--- src/rtl/cpu_types_pkg.sv ---
// Shared CPU types: datapath word, fetch FSM state encoding and default reset PC.
package cpu_types_pkg;

  typedef logic [31:0] word_t;

  typedef enum logic [1:0] {
    RUN    = 2'd0,
    KILL   = 2'd1,
    HALTED = 2'd2
  } fetch_state_t;

  localparam word_t PC_INIT_DEFAULT = 32'h0;

endpackage

--- src/rtl/fetch_perf_ctr.sv ---
// Fetch performance counters: delivered instructions and icache miss cycles.
// Both counters wrap silently; freezing in HALTED falls out of the increment
// qualifiers, which are both low while halted.
module fetch_perf_ctr (
  input  logic        CLK,
  input  logic        nRST,
  input  logic        fetch_inc,
  input  logic        miss_inc,
  output logic [31:0] fetch_count,
  output logic [31:0] miss_cycles
);

  // Count qualified events; cleared only by reset
  always_ff @(posedge CLK or negedge nRST) begin
    if (!nRST) begin
      fetch_count <= '0;
      miss_cycles <= '0;
    end else begin
      if (fetch_inc) fetch_count <= fetch_count + 32'd1;
      if (miss_inc)  miss_cycles <= miss_cycles + 32'd1;
    end
  end

endmodule

--- src/rtl/fetch_stage.sv ---
// Instruction-fetch stage: owns the PC, drives the icache request and feeds
// the fetch latch. Optional perf counters are built when FETCH_PERF_EN is defined.
//
// state  | meaning
// -------+-------------------------------------------------------------
// RUN    | normal fetch; PC advances on each unstalled hit
// KILL   | wrong-path miss outstanding; jump to target once it returns
// HALTED | halt committed; no requests, PC frozen until reset
module fetch_stage
  import cpu_types_pkg::*;
#(
  parameter int              WORD_W  = 32,
  parameter logic [WORD_W-1:0] PC_INIT = PC_INIT_DEFAULT
) (
  input  logic              CLK,
  input  logic              nRST,
  input  logic              ihit,
  input  logic [WORD_W-1:0] iload,
  output logic              iREN,
  output logic [WORD_W-1:0] imemaddr,
  input  logic              stall,
  input  logic              redirect_en,
  input  logic [WORD_W-1:0] redirect_addr,
  input  logic              halt,
  output logic [WORD_W-1:0] instr,
  output logic [WORD_W-1:0] pc_plus_4,
  output logic              valid,
  output logic [31:0]       fetch_count,
  output logic [31:0]       miss_cycles
);

  logic [WORD_W-1:0] pc;
  logic [WORD_W-1:0] target;
  fetch_state_t      state;

  // Request and fetch-latch outputs are combinational off pc/state so a hit
  // is delivered in the same cycle it arrives
  always_comb begin
    imemaddr  = pc;
    iREN      = (state != HALTED);
    instr     = iload;
    pc_plus_4 = pc + WORD_W'(4);
    valid     = (state == RUN) && ihit && !redirect_en && !halt;
  end

  // PC / state / redirect target; pc only moves on a hit so the cache sees a
  // stable address for the whole miss
  always_ff @(posedge CLK or negedge nRST) begin
    if (!nRST) begin
      pc     <= PC_INIT;
      state  <= RUN;
      target <= '0;
    end else begin
      case (state)
        RUN: begin
          if (halt) begin
            state <= HALTED;
          end else if (redirect_en) begin
            if (ihit) begin
              pc <= redirect_addr;
            end else begin
              target <= redirect_addr;
              state  <= KILL;
            end
          end else if (ihit && !stall) begin
            pc <= pc + WORD_W'(4);
          end
        end
        KILL: begin
          if (halt) begin
            state <= HALTED;
          end else begin
            if (redirect_en) target <= redirect_addr;
            if (ihit) begin
              pc    <= redirect_en ? redirect_addr : target;
              state <= RUN;
            end
          end
        end
        HALTED: state <= HALTED;
        default: state <= RUN;
      endcase
    end
  end

`ifdef FETCH_PERF_EN
  fetch_perf_ctr u_perf (
    .CLK         (CLK),
    .nRST        (nRST),
    .fetch_inc   (valid && !stall),
    .miss_inc    (iREN && !ihit),
    .fetch_count (fetch_count),
    .miss_cycles (miss_cycles)
  );
`else
  assign fetch_count = '0;
  assign miss_cycles = '0;
`endif

endmodule

--- config.mk ---
export PLATFORM = sky130hd
export DESIGN_NAME = fetch_stage
export DESIGN_NICKNAME = d
export VERILOG_FILES = /design/src/rtl/cpu_types_pkg.sv /design/src/rtl/fetch_perf_ctr.sv /design/src/rtl/fetch_stage.sv
export SDC_FILE = /design/constraint.sdc
export NUM_CORES = 1
export LEC_CHECK = 0
export ABC_AREA = 1
export CAP_MARGIN = 20
export CORE_ASPECT_RATIO = 1.5
export CORE_MARGIN = 2
export CORE_UTILIZATION = 47
export DETAILED_ROUTE_END_ITERATION = 6
export GPL_ROUTABILITY_DRIVEN = 0
export PLACE_DENSITY = 0.93
export SLEW_MARGIN = 0
export SYNTH_ARGS = -nofsm -noshare
export SYNTH_HDL_FRONTEND = slang
export SYNTH_SLANG_ARGS = --single-unit
--- constraint.sdc ---
create_clock -name CLK -period 3.17 [get_ports CLK]
set_input_delay 0.7925 -clock CLK [delete_from_list [all_inputs] [get_ports CLK]]
set_output_delay 0.7925 -clock CLK [all_outputs]
set_load 0.05 [all_outputs]
==> impl_metrics.yaml <==
run_status:
  outcome: "finished clean"
cells_and_area:
  drive_above_1_share: 0.1157
  diodes: 0
  final_cell_mix: "nand2_1 (262), clkdlybuf4s50_1 (78), a21oi_1 (77)"
  stdcell_area_mm2: 0.006250
  nNetsFinal: 896
  fill_cells: 969
  syn2layout_area_growth_pct: 17.25
  instances_no_fill: 977
  final_common_cell: "nand2_1"
detailed_routing:
  firstDrtPassIters: 6
  vias: 5057
  wire_per_inst_um: 14.58
  antenna_left: 0
  drt_iter0_drc: 614
  routed_via_density: 5.176
  drc: 0
  drt-total-wl_mm: 14.25
timing:
  hold_viol: 0
  slew_headroom: 0.4283
  report.final.slew_viol_count: 0
  worstMarginPinSlew_ps: 857.5
  setup_tns_ps: 0
  rsz0062_at_grt: "false"
  max_freq_mhz: 323.3
  hold_ws_ps: 489.0
  period_needed_ps: 3093
  period_share: 0.9758
  finClkSkew_ps: 6.291
  setup_viol: 0
global_route:
  grt_max_degree: 67
  grt_pass1_vias: 4595
  grt_first_pass_wirelength_mm: 22.58
  globalRouteOverflowTotal: 0
  grt.total_usage: 0.2320
  antenna_found_initial: 0
placement:
  port_buffers: 103
  dp_cells: 961
  dp_hpwl_mm: 10.92
  dpl_cell_area_mm2: 0.005958
synth:
  ys_types: 33
  ys_ff_latch: 66
  ys_warn_count: 0
  yosysSeqAreaShare: 0.3099
  syn_avg_cell_area_um2: 6.958
  syn-instance-count: 766
  syn_area_mm2: 0.005330
worst_setup_path:
  cp.required_ps: 2380
  worstReg2RegStart: "state[0]"
  rrSetupSlack_ps: 1130
  timing.rr.end: "target[21]"
  critPathCaptureType: "primary output"
  critical_path.cell_chain: "nand2_1, nor2_2, nand2_4, xnor2_1, clkdlybuf4s50_1"
  ff2ff_path_depth: 8
  cp_max_fo: 6
  crit_start: "imemaddr[5]"
  cp-start-kind: "flip-flop"
  worstSetupPathType: "flip-flop to primary output"
  cpPeakStageDelay_ps: 850
  cp.arrival_ps: 2300
  slowest_stage: "clkdlybuf4s50_1"
clock_tree:
  cts_tree: "yes"
  cts_buffer_depth: 2
  root_buffer: "clkbuf_16"
  clkTransAtPathRegs_ps: 50
  h-tree-depth: 3
  numCtsBuffers: 9
  clock_latency_ps: 330
  cts.sinks: 66
  hold_buffers: 0
floorplanning:
  chipHeight_um: 134.4
  start_util: 0.4821
  core_mm2: 0.01106
  io_pins: 232
  dieWidth_um: 90.95
  fp.dieArea_mm2: 0.01223
  rows: 47
hold_path:
  hp-start: "target[10]"
  hold_path_class: "flip-flop to flip-flop"
  min_to: "target[10]"
  holdPathStages: 1
pwr:
  p_leak_nw: 3.095
  power.total_mw: 3.730
  vdd_drop_max_mv: 0.3774
  powerDensity_mw_per_mm2: 596.8
job:
  maxCapViolCount: 0
cell type report:
type	instances	area (um^2)	area share
Clock buffer	14	274.0	0.04384
Sequential cell	66	1652	0.2643
Clock inverter	2	10.01	0.001602
Inverter	31	116.4	0.01862
Timing Repair Buffer	114	1101	0.1762
Tap cell	147	183.9	0.02943
Multi-Input combinational cell	603	2913	0.4661
worst max-delay path, delay by kind of cell, from the launching register on:
kind / cells / cell delay (ps)
AND/OR/NAND/NOR: 3 / 410
XOR/XNOR: 1 / 270
flip-flops: 1 / 450
buffers and inverters: 1 / 850
synthesized netlist by cell type:
| cell type | count | area, um^2 |
|---|---|---|
| nand2_1 | 262 | 983.4 |
| buf_4 | 98 | 735.7 |
| a21oi_1 | 77 | 385.4 |
| nor2_1 | 71 | 266.5 |
| dfrtp_1 | 66 | 1652 |
| o21a_1 | 27 | 202.7 |
| inv_1 | 25 | 93.84 |
| o21ai_0 | 20 | 100.1 |
| buf_2 | 19 | 95.09 |
| nand3_1 | 13 | 65.06 |
| clkbuf_1 | 10 | 37.54 |
| nor2_2 | 9 | 56.30 |
| nor2_4 | 8 | 90.09 |
| xor2_2 | 7 | 113.9 |
| and2_1 | 6 | 37.54 |
| inv_2 | 6 | 22.52 |
| nand2_2 | 6 | 37.54 |
| nand3b_1 | 6 | 45.04 |
| mux2_2 | 4 | 45.04 |
| nand2_4 | 4 | 45.04 |
| xor2_1 | 4 | 35.03 |
| a31oi_1 | 3 | 18.77 |
| nor2_8 | 3 | 60.06 |
| xnor2_1 | 3 | 26.28 |
| a211oi_2 | 1 | 12.51 |
| a21boi_0 | 1 | 7.510 |
| a21oi_2 | 1 | 8.760 |
| buf_6 | 1 | 11.26 |
| clkbuf_8 | 1 | 13.76 |
| conb_1 | 1 | 3.750 |
| ha_1 | 1 | 12.51 |
| nor3_1 | 1 | 5.000 |
| o21ai_1 | 1 | 5.000 |
where the power goes:
| part | switching, mW | internal (mW) | total [mW] |
|---|---|---|---|
| Sequential | 0.172 | 0.979 | 1.15 |
| Clock | 0.336 | 0.590 | 0.927 |
| Combinational | 1.17 | 0.486 | 1.65 |
| Total | 1.67 | 2.06 | 3.73 |
how the worst max path moves through the flow:
stage | end | depth (start not counted) | slack [ps]
3_5_place_dp | pc_plus_4[27] | 7 | 380
6_report | pc_plus_4[9] | 5 | 80
4_1_cts | pc_plus_4[27] | 7 | 10
2_1_floorplan | pc_plus_4[9] | 4 | 70
3_3_place_gp | pc_plus_4[11] | 6 | 470
5_1_grt | pc_plus_4[9] | 5 | 3
state kept, by name, indices dropped and copies added (netlist names):
signal and flops:
target 32, imemaddr 32, state 2
metal layers:
| layer | global-route usage | part of all wire |
|---|---|---|
| met1 | 0.2582 | 0.37 |
| met2 | 0.3988 | 0.49 |
| met4 | 0.1608 | 0.076 |
| met5 | 0 | 0 |
| met3 | 0.04213 | 0.071 |
through the flow:
stage	utilization	setup WS, ps
2_1_floorplan	-	72.02
3_3_place_gp	0.5389	466.1
3_5_place_dp	0.5389	377.4
4_1_cts	0.5646	14.50
5_1_grt	0.5653	3.171
6_report	0.5653	76.87
cells by family (layout without fill, tap and decap cells):
logic type	after synthesis	count (layout)	synth area share
other	1	64	0.0007035
adders and majority gates	1	1	0.002347
buffers and inverters	160	161	0.1894
muxes	4	4	0.008450
xor gates and xnor gates	14	14	0.03286
and+or+nand+nor	389	389	0.3174
AOI/OAI and AO/OA	131	131	0.1390
DFF	66	66	0.3099
repair_timing:
item | in CTS | in global routing
endpoints found under the setup margin | 0 | 3
gates resized for setup | 0 | 3
setup buffers | 0 | 0
Power figures use the tool's default switching activity.
